### src/rtl/elbeth_if_pkg.sv
// Shared definitions for the elbeth fetch stage: exception source codes,
// the NOP/bubble word, fetch FSM states and the IF slot record.
package elbeth_if_pkg;

    localparam logic [3:0]  IF_EXC_NONE     = 4'h0;
    localparam logic [3:0]  IF_EXC_MISALIGN = 4'h1;
    localparam logic [3:0]  IF_EXC_BUS      = 4'h2;
    localparam logic [31:0] NOP             = 32'h0;

    typedef enum logic [1:0] {
        FETCH    = 2'd0,
        HOLD     = 2'd1,
        DISCARD  = 2'd2,
        EXC_WAIT = 2'd3
    } fetch_state_e;

    typedef struct packed {
        logic [31:0] instr;
        logic [31:0] pc;
        logic        except;
        logic [3:0]  src;
    } if_slot_t;

endpackage

### src/rtl/elbeth_if_hold_buffer.sv
// Capture/replay register for one IF slot (instr, pc, except, src) used while
// IF/ID is stalled. load captures, clear empties; load wins if both are set.
module elbeth_if_hold_buffer (
    input  logic        clk,
    input  logic        rst,
    input  logic        load,
    input  logic        clear,
    input  logic [31:0] instr_in,
    input  logic [31:0] pc_in,
    input  logic        except_in,
    input  logic [3:0]  src_in,
    output logic [31:0] instr_out,
    output logic [31:0] pc_out,
    output logic        except_out,
    output logic [3:0]  src_out
);

    logic [31:0] instr_q, instr_d;
    logic [31:0] pc_q, pc_d;
    logic        except_q, except_d;
    logic [3:0]  src_q, src_d;

    // NOTE: every always_comb output gets a default first so no path leaves it unassigned (no latch).
    always_comb begin
        instr_d  = instr_q;
        pc_d     = pc_q;
        except_d = except_q;
        src_d    = src_q;
        if (load) begin
            instr_d  = instr_in;
            pc_d     = pc_in;
            except_d = except_in;
            src_d    = src_in;
        end else if (clear) begin
            instr_d  = '0;
            pc_d     = '0;
            except_d = 1'b0;
            src_d    = '0;
        end
    end

    // NOTE: state registers use non-blocking assignment so all flops update together at the edge.
    always_ff @(posedge clk or posedge rst) begin
        if (rst) begin
            instr_q  <= '0;
            pc_q     <= '0;
            except_q <= 1'b0;
            src_q    <= '0;
        end else begin
            instr_q  <= instr_d;
            pc_q     <= pc_d;
            except_q <= except_d;
            src_q    <= src_d;
        end
    end

    assign instr_out  = instr_q;
    assign pc_out     = pc_q;
    assign except_out = except_q;
    assign src_out    = src_q;

endmodule

### src/rtl/elbeth_if_stage.sv
// Instruction-fetch stage: owns the PC, runs single-outstanding imem fetches and
// feeds IF/ID. Optional perf counters are enabled by defining ELBETH_IF_PERF_CNT_EN.
module elbeth_if_stage
    import elbeth_if_pkg::*;
#(
    parameter logic [31:0] RESET_VECTOR = 32'h0000_0000
) (
    input  logic        clk,
    input  logic        rst,
    input  logic        ctrl_stall,
    input  logic        pc_redirect,
    input  logic [31:0] pc_redirect_target,
    input  logic        except_redirect,
    input  logic [31:0] except_vector,
    output logic [31:0] imem_addr,
    output logic        imem_req,
    input  logic        imem_ready,
    input  logic [31:0] imem_rdata,
    input  logic        imem_error,
    output logic [31:0] if_instruction,
    output logic [31:0] if_pc,
    output logic [3:0]  if_except_src,
    output logic        if_except,
    output logic        if_stall_req
`ifdef ELBETH_IF_PERF_CNT_EN
    ,
    output logic [31:0] perf_fetch_cnt,
    output logic [31:0] perf_stall_cnt
`endif
);

    fetch_state_e state_q, state_d;
    logic [31:0]  pc_q, pc_d;
    logic [31:0]  target_q, target_d;

    logic         redirect;
    logic [31:0]  redirect_pc;
    logic         misaligned;
    logic [31:0]  pc_inc;
    logic         req;
    logic         stall_req;
    logic         accept;
    logic         hb_load;
    logic         hb_clear;
    if_slot_t     slot;
    logic [31:0]  hb_instr, hb_pc;
    logic         hb_except;
    logic [3:0]   hb_src;

    assign redirect    = except_redirect | pc_redirect;
    assign redirect_pc = except_redirect ? except_vector : pc_redirect_target;
    assign misaligned  = (pc_q[1:0] != 2'b00);
    assign pc_inc      = pc_q + 32'd4;

    always_comb begin
        state_d   = state_q;
        pc_d      = pc_q;
        target_d  = target_q;
        req       = 1'b0;
        stall_req = 1'b0;
        accept    = 1'b0;
        hb_load   = 1'b0;
        hb_clear  = 1'b0;
        slot      = '0;
        case (state_q)
            FETCH: begin
                req = ~misaligned;
                if (redirect) begin
                    // A misaligned PC never issued a request, so nothing is left to drain.
                    if (misaligned || imem_ready) begin
                        pc_d = redirect_pc;
                    end else begin
                        target_d  = redirect_pc;
                        state_d   = DISCARD;
                        stall_req = 1'b1;
                    end
                end else if (misaligned || (imem_ready && imem_error)) begin
                    slot    = '{instr: NOP, pc: pc_q, except: 1'b1,
                                src: misaligned ? IF_EXC_MISALIGN : IF_EXC_BUS};
                    hb_load = ctrl_stall;
                    state_d = ctrl_stall ? HOLD : EXC_WAIT;
                end else if (imem_ready) begin
                    slot = '{instr: imem_rdata, pc: pc_q, except: 1'b0, src: IF_EXC_NONE};
                    if (ctrl_stall) begin
                        hb_load = 1'b1;
                        state_d = HOLD;
                    end else begin
                        pc_d   = pc_inc;
                        accept = 1'b1;
                    end
                end else begin
                    stall_req = 1'b1;
                end
            end
            HOLD: begin
                if (redirect) begin
                    pc_d     = redirect_pc;
                    hb_clear = 1'b1;
                    state_d  = FETCH;
                end else begin
                    slot = '{instr: hb_instr, pc: hb_pc, except: hb_except, src: hb_src};
                    if (!ctrl_stall) begin
                        hb_clear = 1'b1;
                        if (hb_except) begin
                            state_d = EXC_WAIT;
                        end else begin
                            pc_d    = pc_inc;
                            accept  = 1'b1;
                            state_d = FETCH;
                        end
                    end
                end
            end
            DISCARD: begin
                req       = 1'b1;
                stall_req = 1'b1;
                if (redirect) target_d = redirect_pc;
                if (imem_ready) begin
                    pc_d    = redirect ? redirect_pc : target_q;
                    state_d = FETCH;
                end
            end
            EXC_WAIT: begin
                if (redirect) begin
                    pc_d    = redirect_pc;
                    state_d = FETCH;
                end
            end
            default: state_d = FETCH;
        endcase
    end

    always_ff @(posedge clk or posedge rst) begin
        if (rst) begin
            state_q  <= FETCH;
            pc_q     <= RESET_VECTOR;
            target_q <= '0;
        end else begin
            state_q  <= state_d;
            pc_q     <= pc_d;
            target_q <= target_d;
        end
    end

    elbeth_if_hold_buffer u_hold_buffer (
        .clk        (clk),
        .rst        (rst),
        .load       (hb_load),
        .clear      (hb_clear),
        .instr_in   (slot.instr),
        .pc_in      (slot.pc),
        .except_in  (slot.except),
        .src_in     (slot.src),
        .instr_out  (hb_instr),
        .pc_out     (hb_pc),
        .except_out (hb_except),
        .src_out    (hb_src)
    );

    // The FSM sits in FETCH during reset, so request and IF outputs are masked by rst.
    assign imem_addr      = pc_q;
    assign imem_req       = req & ~rst;
    assign if_instruction = rst ? NOP : slot.instr;
    assign if_pc          = rst ? 32'h0 : slot.pc;
    assign if_except      = slot.except & ~rst;
    assign if_except_src  = rst ? IF_EXC_NONE : slot.src;
    assign if_stall_req   = stall_req & ~rst;

`ifdef ELBETH_IF_PERF_CNT_EN
    logic [31:0] fetch_cnt_q, fetch_cnt_d;
    logic [31:0] stall_cnt_q, stall_cnt_d;

    always_comb begin
        fetch_cnt_d = fetch_cnt_q + {31'd0, accept};
        stall_cnt_d = stall_cnt_q + {31'd0, if_stall_req};
    end

    always_ff @(posedge clk or posedge rst) begin
        if (rst) begin
            fetch_cnt_q <= '0;
            stall_cnt_q <= '0;
        end else begin
            fetch_cnt_q <= fetch_cnt_d;
            stall_cnt_q <= stall_cnt_d;
        end
    end

    assign perf_fetch_cnt = fetch_cnt_q;
    assign perf_stall_cnt = stall_cnt_q;
`endif

endmodule

### config.mk
export PLATFORM = sky130hd
export DESIGN_NAME = elbeth_if_stage
export DESIGN_NICKNAME = d
export VERILOG_FILES = /design/src/rtl/elbeth_if_pkg.sv /design/src/rtl/elbeth_if_hold_buffer.sv /design/src/rtl/elbeth_if_stage.sv
export SDC_FILE = /design/constraint.sdc
export NUM_CORES = 1
export LEC_CHECK = 0
export BUFFER_PORTS_ARGS = -buffer_cell sky130_fd_sc_hd__buf_4
export CAP_MARGIN = 10
export CORE_MARGIN = 2
export CORE_UTILIZATION = 54
export DETAILED_ROUTE_END_ITERATION = 10
export GPL_TIMING_DRIVEN = 1
export HOLD_SLACK_MARGIN = 0.05
export PLACE_DENSITY_LB_ADDON = 0.12
export SKIP_CTS_REPAIR_TIMING = 1
export SYNTH_ARGS = -nofsm -noshare
export SYNTH_HDL_FRONTEND = slang
export SYNTH_SLANG_ARGS = --single-unit
### constraint.sdc
create_clock -name clk -period 5.85 [get_ports clk]
set_input_delay 0.8775 -clock clk [delete_from_list [all_inputs] [get_ports clk]]
set_output_delay 0.8775 -clock clk [all_outputs]
set_load 0.03 [all_outputs]
Yosys cells after proc, flatten, opt, wreduce, memory -nomap -nowiden
Cells that the tools add are included.
{ "op_classes": {"bitwise": 6, "reduce_logical": 10, "n_mux": 58, "addsub": 1, "n_eq_ne": 16} }
{ "op_table": {"columns": ["operator", "count"], "rows": [
  ["32-bit two-way mux", 19],
  ["69-bit two-way mux", 4],
  ["69-bit case mux with 2 select lines", 1],
  ["32-bit case mux with 4 select lines", 1],
  ["32-bit case mux with 2 select lines", 1],
  ["32-bit by 3-bit adder with 32-bit output, second input constant", 1],
  ["2-bit two-way mux", 12],
  ["3-bit != test, second input constant", 7],
  ["1-bit two-way mux", 14],
  ["4-bit two-way mux", 3],
  ["2-bit != test, second input constant", 4],
  ["4-bit != test, second input constant", 2],
  ["2-bit case mux with 4 select lines", 1],
  ["8-bit AND reduction", 1],
  ["6-bit AND reduction", 1],
  ["2-bit nonzero test", 3],
  ["2-bit == test, second input constant", 2],
  ["1-bit case mux with 2 select lines", 2],
  ["1-bit bitwise AND", 3],
  ["3-bit AND reduction", 1],
  ["2-bit by 1-bit == test with 1-bit output, second input constant", 1],
  ["2-bit zero test", 1],
  ["1-bit logical OR", 2],
  ["1-bit NOT", 2],
  ["2 further kinds", 2]
]} }
{ "totals": {"out_inout_bits": 103, "input_bits": 103, "word_cells": 98, "ff_bits": 135} }

Logic depth before layout (Yosys ltp)
Gate-level depths: netlist (run 1).
{ "logic_depth": {"depth_word": 6, "depth_mapped": 9, "ltp_nobuf": 6} }

By module
Synthesis (run 1) repeated with hierarchy kept, for this count alone.
{ "unflattened": {"cells_unflattened": 936, "hier_area_um2": 8196.6} }
{ "by_module_without_submodules": {"columns": ["mod", "cells_per_inst", "seq_area_each_um2", "area_each_um2", "n_inst"], "rows": [
  ["elbeth_if_stage", 707, 1651.6, 5460.2, 1],
  ["elbeth_if_hold_buffer", 229, 1726.7, 2736.4, 1]
]} }

Worst setup path before layout (run 1)
Ideal clock, no wire load.
{ "synth_timing": {"path_type": "in2out", "from": "in rst", "to": "out if_except", "cell_stages": 3, "setup_slack_ns": -0.056, "t_arrival_ns": 5.029, "t_required_ns": 4.973, "path_buffers": 0, "cell_sequence": "inv_1 nand2_1 a211oi_1"} }
{ "synth_between": {"elab_chain_cells": 2} }
{ "synth_lines": {"columns": ["item", "line_no", "source"], "rows": [
  ["start: declaration", "elbeth_if_stage.sv:9", "input logic rst,"],
  ["1-bit NOT", "elbeth_if_stage.sv:165", "assign if_except = slot.except & ~rst;"],
  ["1-bit bitwise AND", "elbeth_if_stage.sv:165", null],
  ["end: declaration", "elbeth_if_stage.sv:23", "output logic if_except,"]
]} }
No other way between the ends.

Final worst setup path (run 1)
{ "layout_timing": {"from": "reg state_q[1]", "to": "out if_instruction[23]"} }
{ "layout_between": {"elab_chain_cells": 3, "word_cells_on_any_way": 4, "classes_between": "eq/ne: 1; mux: 2; reduce/logical: 1"} }
{ "layout_lines": {"columns": ["item", "line_no", "source"], "rows": [
  ["start: declaration", "elbeth_if_stage.sv:32", "fetch_state_e state_q, state_d;"],
  ["start signal: assignment", "elbeth_if_stage.sv:139", "state_q <= state_d;"],
  ["2-bit by 1-bit == test with 1-bit output / 2-bit zero test (equally long branches)", null, null],
  ["69-bit case mux with 2 select lines *", "elbeth_if_stage.sv:65", "case (state_q)"],
  ["32-bit two-way mux *", "elbeth_if_stage.sv:163", "assign if_instruction = rst ? NOP : slot.instr;"],
  ["end: declaration", "elbeth_if_stage.sv:20", "output logic [31:0] if_instruction,"]
]} }
Every way passes the cells marked *; elsewhere a longest branch is shown, timed or not.

==> results of run 1 <==
placed cells by master (no fill, tap or decap), types with 3 or more instances in the layout:
cell       instances
buf_4            221
dfrtp_1          135
nor2_1           100
a22o_1            68
nand2_1           66
a22oi_1           64
o21ai_0           57
a21oi_1           41
mux2i_1           28
o211ai_1          18
clkbuf_16         17
a31oi_1           16
nor3_1            13
nand4_1           13
nand3_1           12
mux2_2            12
nor4_1            11
o221ai_1          10
inv_1              9
a211oi_1           9
o22ai_1            8
and3_1             7
or4_1              6
or3_1              5
o32a_1             5
o22a_1             4
a221oi_1           4
a2bb2oi_1          4
clkinv_2           4
a211o_1            3
and2_1             3
a311o_1            3
a31o_2             3
nand2b_1           3
o21a_1             3
bufinv_16          3
inv_6              3
logic make-up after synthesis:
| kind of cell | share of synthesized area (%) |
|---|---|
| and+or+nand+nor | 15.4 |
| DFF | 42.9 |
| xor gates and xnor gates | 0.111 |
| adders and majority gates | 0.159 |
| AOI/OAI and AO/OA | 30.4 |
| muxes | 5.28 |
| buffers and inverters | 5.69 |
tightest hold or removal path, cell delays in order, from the launching register on:
cell	delay, ps
dfrtp_1	340
nand2_1	40
o21ai_0	60
cells in the mapped netlist (6+ instances only):
| library cell | instances | area, um2 |
|---|---|---|
| dfrtp_1 | 135 | 3380 |
| nor2_1 | 100 | 375 |
| a22o_1 | 68 | 596 |
| nand2_1 | 66 | 248 |
| a22oi_1 | 64 | 480 |
| clkbuf_1 | 64 | 240 |
| o21ai_0 | 57 | 285 |
| a21oi_1 | 41 | 205 |
| mux2i_1 | 28 | 280 |
| o211ai_1 | 18 | 135 |
| a31oi_1 | 17 | 106 |
| nor3_1 | 14 | 70.1 |
| buf_2 | 13 | 65.1 |
| nand4_1 | 13 | 81.3 |
| mux2_2 | 12 | 135 |
| nand3_1 | 12 | 60.1 |
| nor4_1 | 11 | 68.8 |
| inv_1 | 10 | 37.5 |
| o221ai_1 | 10 | 87.6 |
| a211oi_1 | 9 | 67.6 |
| and3_1 | 8 | 50.1 |
| o22ai_1 | 8 | 50.1 |
| buf_6 | 6 | 67.6 |
| or4_1 | 6 | 45.0 |
worst max path at each step:
stage,start,endpoint,slack [ps]
2_1_floorplan,rst,if_except_src[2],1450
3_3_place_gp,except_redirect,if_instruction[11],1700
3_5_place_dp,except_redirect,if_instruction[23],1710
4_1_cts,state_q[1],if_instruction[23],1610
5_1_grt,state_q[1],if_pc[29],1400
6_report,state_q[1],if_instruction[23],1580
power breakdown:
group / internal, uW / switching, uW
sequential: 1270 / 414
clock: 695 / 405
combinational: 681 / 1060
per-stage QoR:
step | cells | setup WS (ps)
global placement | 1182 | 1700
global route | 1214 | 1400
detailed placement | 1182 | 1710
finish | 1214 | 1580
CTS | 1214 | 1610
floorplan | 867 | 1450
layer usage:
metal / vias up / GRT usage, % / part of all wire (%)
li1: 3591 / - / -
met1: 3736 / 46.4 / 45
met2: 483 / 44.0 / 44
met3: 39 / 5.88 / 9.8
met4: 0 / 8.72 / 1.5
met5: - / 0 / 0
registers in the layout, summed over array words and instances, names as in the netlist:
register / flops
target_q: 32
state_q: 2
u_hold_buffer.src_out: 4
u_hold_buffer.except_out: 1
u_hold_buffer.instr_out: 32
u_hold_buffer.pc_out: 32
imem_addr: 32
area by class of cell:
| class | count | area [um2] |
|---|---|---|
| clock buffers | 21 | 460 |
| clock inverters | 11 | 145 |
| fillers | 1167 | 4380 |
| inverters | 11 | 45.0 |
| multi-input cells | 631 | 4070 |
| flip-flops and latches | 135 | 3380 |
| well taps | 184 | 230 |
| repair buffers | 221 | 1660 |
==> metrics, run 1 <==
slew margin rel. 40.1%; crit-path cells buf_4 -> inv_1 -> and3_2 -> buf_4 -> a22oi_1 -> nor2_1 -> buf_4; Diodes inserted 0; area delta synth->final 27.0%; Slew Limit Fails 0; final instance area 0.00999 mm2; RSZ-0062 raised after global routing no; CP Data Arrival Time 3400 ps; crit start category register; Hold Path Depth 2; CP max stage delay 690 ps; Crit Path Category register to output port; Placed Area 0.00939 mm2; DRC violations left 0; Core Area 0.0144 mm2; WHS 478 ps; Final Total Pwr 4530 uW; Worst-Margin Slew 899 ps; buffers and inverters on the worst path 4; TritonCTS Buffers 17; warnings from Yosys 0; Root Buffer clkbuf_16; Worst path slowest cell and3_2; outcome finished, final reports clean; final number of setup-violating endpoints 0; RePlAce Congestion 0.860; crit path max fanout 49; vias in the first global route 7105; DRT Wirelength 23800 um; Seq/Total Area, Yosys 42.9%; Final Util 69.5%; number of max-cap violations 0; #FFs+latches synth 135; first-pass GRT wire length 38600 um; Synthesized Nets 971; io pins 206; Hold Crit Start target_q[1]; Pleak 0.00449 uW; CP most frequent cell buf_4; Hold Fails Final Rpt 0; Syn Std Cell Area 0.00787 mm2; DR vias/cell 6.47; die area 0.0156 mm2; Worst Hold Path EP target_q[1]; worst hold path class register to register; async set-reset flop share out of synthesis 100%; Cell Rows 44; Max Clock Freq 234 MHz; Final #Nets 1121; total track usage 30.4%; Max Root-Sink Buffers 2; Die Wd 125 um; synth unique cells 63; peak supply drop 0.215 mV; antenna violations before repair 0; CP Capture Type output port; largest net degree at the start of global routing 69; min cycle time layout 4270 ps; DP HPWL 15700 um; CTS tree yes; wire length per cell 19.6 um; FF-to-FF path depth 7; CTS clock-pin slew for the worst setup and hold paths 60 ps; port bufs 205; grt total ovfl 0; worst skew pair latency 420 ps; cell depth of the worst setup path 7; syn avg cell area 9.08 um2; H-Tree Depth 4; Fin Clk Skew 5.82 ps; Die H 125 um; Synth Flop Type dfrtp_1; Final period util 73.1%; Cell Pwr Density 454 mW/mm2; DR vias 7849; DRT antenna net count 0; drt first-iter violations 956; Crit path max-delay family buffers and inverters; Post-Syn Instances 867; clock sink count 135; Final TNS setup 0 ps; Worst Path Required 4970 ps; Worst R2R Start state_q[0]; R2R Setup Slk 2840 ps; Post-synth EDFFs 0; iteration count of the initial detailed-routing pass 6; worst r2r dst imem_addr[30]; initial core utilization 54.8%; layout cells sized above 1 27.1%
(Power assumes the default switching activity.)
==> run 2: changes to the inputs <==
==> constraint.sdc (replaced) <==
create_clock -name clk -period 3.95 [get_ports clk]
set_input_delay 0.5925 -clock clk [delete_from_list [all_inputs] [get_ports clk]]
set_output_delay 0.5925 -clock clk [all_outputs]
set_load 0.03 [all_outputs]
==> run 2 against run 1 <==
Sequential power up 47%. Setup slack worse by 770 ps. Largest power group unchanged. Cell count up 0.66%.
==> metrics, run 2 (same netlist as run 1, synthesis figures left out) <==
crit path max fanout 33; initial core utilization 54.8%; final number of setup-violating endpoints 0; most common cell after layout, fill and taps aside buf_4; Max Clock Freq 318 MHz; first-pass GRT wire length 38000 um; antenna violations before repair 0; Max Root-Sink Buffers 2; storage element area 0.00338 mm2; die area 0.0156 mm2; CTS clock-pin slew for the worst setup and hold paths 60 ps; port bufs 205; Fin Clk Skew 8.87 ps; Cell Rows 44; clock sink count 135; DRC violations left 0; DR vias 7842; peak supply drop 0.392 mV; CP Data Arrival Time 2550 ps; Die Wd 125 um; FF-to-FF path depth 6; number of max-cap violations 0; slew margin rel. 36.2%; commonest cells after routing, fill and taps aside buf_4, dfrtp_1, nor2_1, a22o_1, nand2_1; wire length per cell 19.3 um; Core Area 0.0144 mm2; vias in the first global route 7014; Worst-Margin Slew 949 ps; R2R Setup Slk 1300 ps; RePlAce Congestion 0.894; Root Buffer clkbuf_16; Pleak 0.00451 uW; Worst R2R Start imem_addr[2]; Die H 125 um; H-Tree Depth 4; drt first-iter violations 934; Cell Pwr Density 671 mW/mm2; layout cells sized above 1 27.6%; DRT antenna net count 0; fillcell total 1206; worst hold path class input pin to async pin; total track usage 30.0%; Final TNS setup 0 ps; crit path launch state_q[0]; worst r2r dst imem_addr[16]; io pins 206; RSZ-0062 raised after global routing no; area delta synth->final 27.8%; largest net degree at the start of global routing 70; Hold Fails Final Rpt 0; DR vias/cell 6.42; multi-input logic area 0.00407 mm2; min cycle time layout 3140 ps; WHS 256 ps; Diodes inserted 0; grt total ovfl 0; Crit Path Category register to output port; TritonCTS Buffers 17; Final period util 79.6%; Worst Path Required 3360 ps; Final #Nets 1129; crit path to if_instruction[20]; outcome finished, final reports clean; DP HPWL 15900 um; iteration count of the initial detailed-routing pass 5; DRT Wirelength 23600 um; CTS tree yes; worst skew pair latency 430 ps; CP Capture Type output port; Slew Limit Fails 0; crit start category register
-- run 2: cell count changes in the layout (fill, tap and decap cells not counted), sizes merged --
cell and change:
clkinvlp +3, inv -1, clkinv -3, buf +8
clkbuf +1
-- run 2: how the worst min path moves through the flow --
stage                                 endpoint  cells after the start
detailed placement    u_hold_buffer.src_out[2]                      1
CTS                 u_hold_buffer.instr_out[4]                      2
global route          u_hold_buffer.src_out[2]                      2
floorplan             u_hold_buffer.src_out[2]                      1
global placement                   target_q[7]                      2
finish                 u_hold_buffer.pc_out[2]                      2
-- run 2: cell type report --
class,instances,share of cell area (%)
clock buffer,22,4.62
sequential,135,33.6
tap,184,2.29
inverter,11,0.448
timing repair buffer,229,17.1
multi-input combinational,631,40.5
clock inverter,10,1.43
-- run 2: worst max-delay path, cell delays in order, from the launching register on --
cell	delay, ps
dfrtp_1	370
buf_4	210
or3_1	450
nor4_4	260
buf_4	370
a22oi_1	150
nor2_1	130
buf_4	180
-- run 2: routing by layer --
metal,wire [um],GRT usage (%),vias to the layer above
met4,423,9.19,0
met2,10400,42.5,454
met5,0,0,-
met3,2310,6.92,40
li1,-,-,3630
met1,10400,45.6,3718
-- run 2: per-stage QoR --
step | util (%) | total power, uW | std cells | setup slack, ps | instance area, um2
after floorplan | - | 4170 | 867 | 116 | 7870
final | 70.0 | 6750 | 1222 | 807 | 10100
after global routing | 70.0 | 7120 | 1222 | 691 | 10100
after CTS | 70.0 | 6720 | 1222 | 799 | 10100
after detailed placement | 65.7 | 5060 | 1190 | 926 | 9450
after global placement | 65.7 | 5020 | 1190 | 948 | 9450
-- run 2: power breakdown --
group	internal, uW	total [uW]	switching, uW
Combinational	1030	2620	1590
Clock	1030	1640	613
Sequential	1890	2490	598
Total	3950	6750	2800
